**src/rtl/vga_fetch_scheduler.sv**
```systemverilog
`timescale 1ns/1ps
// vga_fetch_scheduler: line-prefetch sequencer and framebuffer-port arbiter for the VGA pixel path
// Ports: vga_clk/reset_n pixel clock and async active-low reset; vga_start, column_counter,
// row_counter from the sync generator; fb_base framebuffer byte base (latched at vblank start);
// mem_* shared framebuffer port (one transaction outstanding); lb_* ping-pong line-buffer
// write port; disp_bank bank read by the pixel path; host_* single-word CPU port;
// underrun pulses when the next line is still being fetched at bank swap.
module vga_fetch_scheduler #(
    parameter int H_DISPLAY      = 640,
    parameter int H_TOTAL        = 800,
    parameter int V_DISPLAY      = 480,
    parameter int V_TOTAL        = 525,
    parameter int WORDS_PER_LINE = 320,
    parameter int BURST_LEN      = 16,
    parameter int ADDR_W         = 32
) (
    input  logic              vga_clk,
    input  logic              reset_n,
    input  logic              vga_start,
    input  logic [10:0]       column_counter,
    input  logic [9:0]        row_counter,
    input  logic [ADDR_W-1:0] fb_base,
    output logic              mem_req,
    output logic              mem_we,
    output logic [ADDR_W-1:0] mem_addr,
    output logic [7:0]        mem_len,
    output logic [31:0]       mem_wdata,
    input  logic              mem_ack,
    input  logic              mem_rvalid,
    input  logic [31:0]       mem_rdata,
    output logic              lb_we,
    output logic              lb_bank,
    output logic [8:0]        lb_addr,
    output logic [31:0]       lb_wdata,
    output logic              disp_bank,
    input  logic              host_req,
    input  logic              host_we,
    input  logic [ADDR_W-1:0] host_addr,
    input  logic [31:0]       host_wdata,
    output logic              host_ack,
    output logic              host_rvalid,
    output logic [31:0]       host_rdata,
    output logic              underrun
);
    localparam logic [2:0] IDLE = 3'd0, F_REQ = 3'd1, F_DATA = 3'd2, H_REQ = 3'd3, H_RD = 3'd4;
    logic [2:0]        state;
    logic              fetch_pending, abort, host_turn, fill_bank;
    logic [ADDR_W-1:0] fb_base_lat, fetch_addr;
    logic [9:0]        target;
    logic [8:0]        word_idx;
    logic [7:0]        beat;
    logic              row_ok, trigger, swap, abort_now, in_fetch, fetch_go;
    assign row_ok     = (row_counter < 10'(V_DISPLAY - 1)) || (row_counter == 10'(V_TOTAL - 1));
    assign trigger    = vga_start && column_counter == 11'(H_DISPLAY) && row_ok && !fetch_pending;
    assign swap       = column_counter == 11'(H_TOTAL - 1) && row_ok;
    assign in_fetch   = state == F_REQ || state == F_DATA;
    // a swap landing on the final beat must still retire the line, otherwise it would stay pending
    assign abort_now  = abort || (swap && fetch_pending);
    // a swap that kills the line in IDLE must not also start a burst on the same edge
    assign fetch_go   = fetch_pending && !abort && !swap && !(host_req && host_turn);
    assign fetch_addr = fb_base_lat + ((ADDR_W'(target) * ADDR_W'(WORDS_PER_LINE) + ADDR_W'(word_idx)) << 2);
    assign host_ack   = state == H_REQ && mem_req && mem_ack;
    always_ff @(posedge vga_clk or negedge reset_n) begin
        if (!reset_n) begin
            state <= IDLE;
            fetch_pending <= 1'b0;
            abort <= 1'b0;
            host_turn <= 1'b0;
            fill_bank <= 1'b0;
            fb_base_lat <= '0;
            target <= '0;
            word_idx <= '0;
            beat <= '0;
            mem_req <= 1'b0;
            mem_we <= 1'b0;
            mem_addr <= '0;
            mem_len <= '0;
            mem_wdata <= '0;
            lb_we <= 1'b0;
            lb_bank <= 1'b0;
            lb_addr <= '0;
            lb_wdata <= '0;
            disp_bank <= 1'b0;
            host_rvalid <= 1'b0;
            host_rdata <= '0;
            underrun <= 1'b0;
        end else begin
            lb_we <= 1'b0;
            host_rvalid <= 1'b0;
            underrun <= 1'b0;
            if (column_counter == 11'd0 && row_counter == 10'(V_DISPLAY))
                fb_base_lat <= fb_base;
            if (trigger) begin
                fetch_pending <= 1'b1;
                word_idx <= '0;
                fill_bank <= ~disp_bank;
                target <= (row_counter == 10'(V_TOTAL - 1)) ? 10'd0 : row_counter + 10'd1;
            end
            if (swap) begin
                disp_bank <= ~disp_bank;
                if (fetch_pending) begin
                    underrun <= 1'b1;
                    if (in_fetch)
                        abort <= 1'b1;
                    else
                        fetch_pending <= 1'b0;
                end
            end
            case (state)
                IDLE: state <= fetch_go ? F_REQ : host_req ? H_REQ : IDLE;
                F_REQ:
                    if (!mem_req) begin
                        mem_req <= 1'b1;
                        mem_we <= 1'b0;
                        mem_addr <= fetch_addr;
                        mem_len <= 8'(BURST_LEN);
                    end else if (mem_ack) begin
                        mem_req <= 1'b0;
                        beat <= '0;
                        state <= F_DATA;
                    end
                F_DATA:
                    if (mem_rvalid) begin
                        lb_we <= 1'b1;
                        lb_bank <= fill_bank;
                        lb_addr <= word_idx;
                        lb_wdata <= mem_rdata;
                        word_idx <= word_idx + 9'd1;
                        beat <= beat + 8'd1;
                        if (beat == 8'(BURST_LEN - 1)) begin
                            host_turn <= host_req;
                            state <= IDLE;
                            if (abort_now || word_idx == 9'(WORDS_PER_LINE - 1)) begin
                                fetch_pending <= 1'b0;
                                abort <= 1'b0;
                            end
                        end
                    end
                H_REQ:
                    if (!mem_req) begin
                        mem_req <= 1'b1;
                        mem_we <= host_we;
                        mem_addr <= host_addr;
                        mem_len <= 8'd1;
                        mem_wdata <= host_wdata;
                    end else if (mem_ack) begin
                        mem_req <= 1'b0;
                        mem_we <= 1'b0;
                        state <= mem_we ? IDLE : H_RD;
                        if (mem_we)
                            host_turn <= 1'b0;
                    end
                H_RD:
                    if (mem_rvalid) begin
                        host_rdata <= mem_rdata;
                        host_rvalid <= 1'b1;
                        host_turn <= 1'b0;
                        state <= IDLE;
                    end
                default: state <= IDLE;
            endcase
        end
    end
endmodule
```
**config.mk**
```make
export PLATFORM = sky130hd
export DESIGN_NAME = vga_fetch_scheduler
export DESIGN_NICKNAME = d
export VERILOG_FILES = /design/src/rtl/vga_fetch_scheduler.sv
export SDC_FILE = /design/constraint.sdc
export NUM_CORES = 1
export LEC_CHECK = 0
export ABC_AREA = 1
export BUFFER_PORTS_ARGS = -buffer_cell sky130_fd_sc_hd__buf_2
export CAP_MARGIN = 15
export CORE_UTILIZATION = 50
export CTS_CLUSTER_DIAMETER = 50
export CTS_CLUSTER_SIZE = 28
export DETAILED_ROUTE_END_ITERATION = 7
export PLACE_DENSITY = 0.73
export SLEW_MARGIN = 20
export SYNTH_ARGS = -nofsm -noshare
export SYNTH_HDL_FRONTEND = slang
export SYNTH_SLANG_ARGS = --single-unit
export TNS_END_PERCENT = 50
```
**constraint.sdc**
```tcl
create_clock -name vga_clk -period 4.3 [get_ports vga_clk]
set_input_delay 0.645 -clock vga_clk [delete_from_list [all_inputs] [get_ports vga_clk]]
set_output_delay 0.645 -clock vga_clk [all_outputs]
set_load 0.01 [all_outputs]
```
==> results of run 1 <==
[cell usage in the layout, fill, tap and decap left out, types with 3 or more instances in the layout]
cell       synthesis  routed
nor2_4             2       3
or2_2              3       3
dfrtp_1          212     212
clkinv_2           1       3
clkbuf_16          0      24
nand4_1           18      18
fa_1               3       3
buf_2             14     301
nand3_1           84      84
a21oi_1           25      24
conb_1             1       7
nor3_1            16      16
inv_1            222     222
nand2_1          585     585
xor2_1            15      15
o21ai_0          138     138
clkinv_8           0       6
xnor2_1           12      11
o21ai_1            6       6
inv_2              5       5
ha_1              43      43
nor4_1             5       5
nor2_1            74      72
inv_6              0       7
nor2_2             7       8
o211ai_1           5       5
nand2_2            5       5
nand3b_1           4       4
buf_4              7       3
[timing repair]
item,in CTS,in global routing
setup endpoints to repair,0,8
hold endpoints to repair,0,0
gates resized for setup,0,5
[synth_stat cells, drive strengths merged, types with 2 or more instances]
cell type	n	area share (%)
a21boi	2	0.13
a21oi	27	1.3
buf	21	1.1
clkbuf	24	0.78
dfrtp	212	46
fa	3	0.52
ha	43	4.6
inv	227	7.4
nand2	591	19
nand3	85	3.7
nand3b	4	0.26
nand4	19	1.1
nor2	83	3.0
nor3	16	0.69
nor3b	3	0.24
nor4	6	0.38
o211ai	5	0.32
o21ai	144	6.2
o221ai	2	0.15
o22ai	2	0.11
or2	4	0.22
xnor2	12	0.91
xor2	15	1.1
[state kept, by name, summed over array words and instances (netlist names), 3 cells and up]
| signal | count |
|---|---|
| fb_base_lat | 32 |
| host_rdata | 32 |
| lb_wdata | 32 |
| mem_addr | 32 |
| mem_wdata | 32 |
| target | 10 |
| lb_addr | 9 |
| word_idx | 9 |
| beat | 8 |
| state | 3 |
[path summary, 6_finish.rpt]
path                                 from         endpoint
min reg2reg                  mem_wdata[9]     mem_wdata[9]
max                             target[1]     mem_addr[26]
max in group asynchronous         reset_n   host_rdata[30]
min                               reset_n  fb_base_lat[22]
max reg2reg                     target[1]     mem_addr[26]
min in group vga_clk       host_wdata[28]    mem_wdata[28]
[power by group through the flow]
stage / Sequential [mW] / Clock [mW] / Combinational (mW)
3_5_place_dp: 3.06 / 0 / 2.67
2_1_floorplan: 3.31 / 0 / 1.25
5_1_grt: 3.13 / 2.19 / 2.98
3_3_place_gp: 3.05 / 0 / 2.61
6_report: 3.05 / 2.08 / 2.64
4_1_cts: 3.05 / 2.12 / 2.67
[routing by layer]
layer  global-route usage, %  wire length [µm]  vias to the layer above
met5                       0                20                        -
met2                   45.30             14610                      347
met4                   5.667               463                        4
met3                   5.744              2472                       37
li1                        -                 -                     5482
met1                   36.24             14060                     4877
[layout make-up]
| type | instances | area (µm²) |
|---|---|---|
| fill | 2089 | 8552 |
| sequential | 212 | 5305 |
| multi-input combinational | 1082 | 5253 |
| timing repair buffer | 306 | 1563 |
| inverter | 228 | 857.1 |
| clock buffer | 24 | 600.6 |
| tap | 285 | 356.6 |
| clock inverter | 20 | 220.2 |
| antenna | 1 | 2.502 |
[metrics by stage]
stage	util, %	hold slack [ns]	setup WS (ns)	cell area (µm²)
finish	62.34	0.1673	0.4447	14160
global route	62.34	0.2292	0.01856	14160
CTS	62.26	0.1987	0.3719	14140
detailed placement	58.64	0.4530	0.3946	13320
global placement	58.64	0.4482	0.4419	13320
floorplan	-	0.3494	0.8420	11610
[logic make-up after synthesis]
family | after synthesis
xor+xnor | 27
flops | 212
simple gates | 811
buf+inv | 273
other cells | 1
compound gates | 191
fa+ha+maj | 46
==> impl_metrics.env, run 1 <==
export IMPL_finalClockSkew_ns=0.01679
export IMPL_vias=10750
export IMPL_worstPathArrival_ns=4.29
export IMPL_die_area_mm2=0.02378
export IMPL_postRouteAntennaNets=0
export IMPL_seq_power_share_pct=39.2
export IMPL_drv_slew=0
export IMPL_hold_viol_final=0
export IMPL_drt_iter0_markers=676
export IMPL_dp_hpwl_um=23900
export IMPL_drive_above_1_share_pct=20.57
export IMPL_synthXorXnorAreaFrac_pct=2.041
export IMPL_min_period_ns=3.855
export IMPL_fmax_mhz=259.4
export IMPL_finalCritPeriodShare_pct=89.66
export IMPL_root_buffer="clkbuf_16"
export IMPL_drc=0
export IMPL_synth_edf_count=0
export IMPL_status="completed"
export IMPL_die_w_um=154.2
export IMPL_cts_hold_buffers=0
export IMPL_synth_compound_area_share_pct=8.857
export IMPL_drt_wl_total_um=31620
export IMPL_path_cells="ha_1, ha_1, inv_1, fa_1, xnor2_2, nand4_1, nor2_1, nand2_1, nor2_2, xnor2_1, inv_1, ha_1, nand2_1, nor2_1, nand2_1, nor2_1, nand2_1, nand4_1, nand3_1, nand2_1, nand2_1"
export IMPL_post_cts_buffers=0
export IMPL_critPathTopFamily="simple AND/OR/NAND/NOR gates"
export IMPL_grt_ovfl_total=0
export IMPL_r2r_slack_ns=0.44
export IMPL_area_growth_synth_to_final_pct=22.22
export IMPL_path_buf_inv=2
export IMPL_nets=2056
export IMPL_cts_buffers=24
export IMPL_synth_seq_area_share_pct=45.80
export IMPL_antenna_found_initial=3
export IMPL_fp_row_count=55
export IMPL_die_h_um=154.2
export IMPL_first_global_vias=10240
export IMPL_cpPeakStageDelay_ns=0.44
export IMPL_swShare_pct=39.43
export IMPL_clkPwrFrac_pct=26.8
export IMPL_port_buffers=302
export IMPL_ys_ff_latch=212
export IMPL_criticalPathCategory="reg2reg"
export IMPL_intPower_mw=4.709
export IMPL_place_congestion=0.9436
export IMPL_min_path_type="in2async"
export IMPL_reg2regPathDepth=21
export IMPL_grtUsageTotal_pct=27.05
export IMPL_insertion_delay_ns=0.54
export IMPL_cts_sinks=212
export IMPL_avgSynthCellArea_um2=7.421
export IMPL_rsz0062_at_grt="false"
export IMPL_max_cap_violations=0
export IMPL_grt_start_max_net_pins=94
export IMPL_netlist_instances=1561
export IMPL_synth_cell_types=48
export IMPL_htree_levels=1
export IMPL_start_kind="flop"
export IMPL_synth_top_family_by_area="simple AND/OR/NAND/NOR gates"
export IMPL_power_leakage_nw=8.143
export IMPL_synthMuxAreaShare_pct=0
export IMPL_tightestPinTransition_ns=1.077
export IMPL_relSlewSlack_pct=28.14
export IMPL_yosys_area_share_simple_pct=28.87
export IMPL_clk_pin_slew_ns=0.07
export IMPL_finalPower_mw=7.775
export IMPL_grt_pass1_wl_um=51890
export IMPL_cellPowerDensity_mw_per_mm2=549.2
export IMPL_dp_cells=2113
export IMPL_synth_adder_area_share_pct=5.163
export IMPL_p_comb_share_pct=34.0
export IMPL_ios=309
export IMPL_initial_core_util_pct=51.01
export IMPL_core_mm2=0.02271
export IMPL_cp_num_cells=21
export IMPL_end_kind="flop"
export IMPL_cts_tree="built"
export IMPL_final_cells=2158
export IMPL_cts_buffer_depth=3
export IMPL_synth_warnings=0
export IMPL_async_flop_share_pct=100.0
export IMPL_dr_pass1_iters=5
export IMPL_ir_drop_v=0.0004207
export IMPL_crit_slowest_cell="dfrtp_1"
export IMPL_via_per_inst=4.980
export IMPL_cp_required_ns=4.74
export IMPL_setup_viol=0
export IMPL_p_switching_mw=3.065
export IMPL_tns_ns=0
export IMPL_wl_per_cell_um=14.65
export IMPL_cp_common_cell="nand2_1"
export IMPL_synth_area_mm2=0.01158
export IMPL_synth_ff_type="dfrtp_1"
export IMPL_crit_fanout=4
Power figures use the tool's default switching activity.
==> inputs of run 2 (changes only) <==
- CORE_ASPECT_RATIO: unset -> 0.7
- GPL_TIMING_DRIVEN: unset -> 0
==> impl_metrics.env, run 2 (same netlist as run 1, synthesis figures left out) <==
export IMPL_criticalPathCategory="reg2reg"
export IMPL_area_growth_synth_to_final_pct=23.45
export IMPL_grtUsageMet2_pct=39.04
export IMPL_grt_ovfl_total=0
export IMPL_status="completed"
export IMPL_drc=0
export IMPL_die_h_um=129.3
export IMPL_cts_tree="built"
export IMPL_relSlewSlack_pct=59.66
export IMPL_clk_pin_slew_ns=0.09
export IMPL_max_cap_violations=0
export IMPL_fin_ws_ns=0.3169
export IMPL_cts_buffer_depth=3
export IMPL_drive_above_1_share_pct=21.23
export IMPL_end_kind="flop"
export IMPL_grtUsageTotal_pct=26.88
export IMPL_met3_usage_pct=4.750
export IMPL_gr_usage_met1_pct=41.74
export IMPL_cp_required_ns=4.70
export IMPL_antenna_found_initial=4
export IMPL_power_leakage_nw=8.188
export IMPL_grt_pass1_wl_um=50530
export IMPL_finalPower_mw=7.625
export IMPL_die_area_mm2=0.02379
export IMPL_nFillCells=2090
export IMPL_core_mm2=0.02268
export IMPL_post_cts_buffers=0
export IMPL_wl_per_cell_um=14.91
export IMPL_preCtsSetupSlack_ns=0.1475
export IMPL_min_period_ns=3.983
export IMPL_nets=2094
export IMPL_swShare_pct=39.25
export IMPL_crit_fanout=5
export IMPL_place_congestion=0.9257
export IMPL_insertion_delay_ns=0.51
export IMPL_worstPathArrival_ns=4.38
export IMPL_top_usage_layer="met1"
export IMPL_p_comb_share_pct=36.0
export IMPL_first_global_vias=9692
export IMPL_intPower_mw=4.632
export IMPL_dr_pass1_iters=5
export IMPL_min_path_type="in2async"
export IMPL_tightestPinTransition_ns=0.6037
export IMPL_drv_slew=0
export IMPL_cts_buffers=19
export IMPL_finalClockSkew_ns=0.01766
export IMPL_ctsResizeCount=0
export IMPL_hold_viol_final=0
export IMPL_dp_hpwl_um=25770
export IMPL_fp_row_count=46
export IMPL_initial_core_util_pct=51.08
export IMPL_port_buffers=302
export IMPL_root_buffer="clkbuf_16"
export IMPL_final_common_cell="nand2_1"
export IMPL_clkPwrFrac_pct=24.0
export IMPL_finalCritPeriodShare_pct=92.63
export IMPL_ff_latch_area_mm2=0.005306
export IMPL_drt_wl_total_um=33060
export IMPL_cts_sinks=212
export IMPL_vias=11120
export IMPL_p_switching_mw=2.993
export IMPL_die_w_um=183.9
export IMPL_ir_drop_v=0.0004050
export IMPL_ios=309
export IMPL_postRouteAntennaNets=0
export IMPL_cellPowerDensity_mw_per_mm2=533.2
export IMPL_tns_ns=0
export IMPL_seq_power_share_pct=40.0
export IMPL_setup_viol=0
export IMPL_final_cell_mix="nand2_1 (584), buf_2 (315), inv_1 (222)"
export IMPL_start_kind="flop"
export IMPL_cts_hold_buffers=0
export IMPL_via_per_inst=5.015
export IMPL_fmax_mhz=251.1
export IMPL_grt_start_max_net_pins=86
export IMPL_multi_input_area_mm2=0.005295
export IMPL_htree_levels=1
export IMPL_drt_iter0_markers=914
## run 2: cell count changes in the layout (fill, tap and decap cells not counted), sizes merged
cell	previous run	this run
diode	1	2
buf	305	325
clkinvlp	2	1
bufinv	0	2
clkinv	10	3
clkbuf	25	43
inv	236	235
## run 2: cell type report
type | instances | area share (%)
multi-input combinational | 1082 | 37.03
buffer | 45 | 1.487
tap | 312 | 2.730
clock buffer | 19 | 3.325
clock inverter | 13 | 1.269
antenna | 2 | 0.03500
inverter | 228 | 5.994
timing repair buffer | 304 | 11.02
sequential | 212 | 37.11
## run 2: final timing paths
kind / start / to / slack, ns / cells past startpoint
min in group vga_clk: host_wdata[13] / mem_wdata[13] / 0.33 / 3
max in group asynchronous: reset_n / target[1] / 3.06 / 3
max: target[1] / mem_addr[28] / 0.32 / 23
max reg2reg: target[1] / mem_addr[28] / 0.32 / 23
min: reset_n / mem_wdata[6] / 0.11 / 1
min reg2reg: mem_len[0] / mem_len[0] / 0.47 / 2
## run 2: stage by stage
stage | hold WS, ns | area (µm²) | instances | util, %
final | 0.1113 | 14300 | 2217 | 63.06
after global routing | 0.1400 | 14300 | 2216 | 63.05
after CTS | 0.1199 | 14230 | 2215 | 62.75
after detailed placement | 0.4528 | 13570 | 2183 | 59.85
after global placement | 0.4493 | 13510 | 2181 | 59.57
after floorplan | 0.3494 | 11610 | 1567 | -
## run 2: critical path, stage by stage, from the launching register on
cell	delay (ns)
dfrtp_2	0.45
ha_1	0.30
ha_1	0.20
inv_1	0.07
fa_1	0.43
xnor2_2	0.22
nand4_1	0.13
nor2_1	0.16
nand2_1	0.08
nor2_2	0.17
nand3_1	0.09
nand2_1	0.06
nand2_1	0.07
ha_2	0.33
a21oi_1	0.27
nand2_1	0.12
inv_1	0.06
nand2_1	0.06
a21oi_1	0.17
nand2_1	0.08
nand2_1	0.06
nand3_1	0.14
nand2_1	0.10
nand2_1	0.05
## run 2: power groups by stage
stage	combinational (mW)	clock (mW)	sequential, mW
after global routing	3.06	1.93	3.12
after global placement	2.67	0	3.05
final	2.75	1.83	3.05
after floorplan	1.25	0	3.31
after CTS	2.76	1.87	3.03
after detailed placement	2.75	0	3.06
## run 2: routing by layer
| metal | routed length [µm] | share of wire [%] | vias to the layer above |
|---|---|---|---|
| met2 | 13700 | 41 | 406 |
| met5 | 17 | 0.051 | - |
| met3 | 2595 | 7.8 | 44 |
| li1 | - | - | 5540 |
| met4 | 624 | 1.9 | 2 |
| met1 | 16120 | 49 | 5127 |
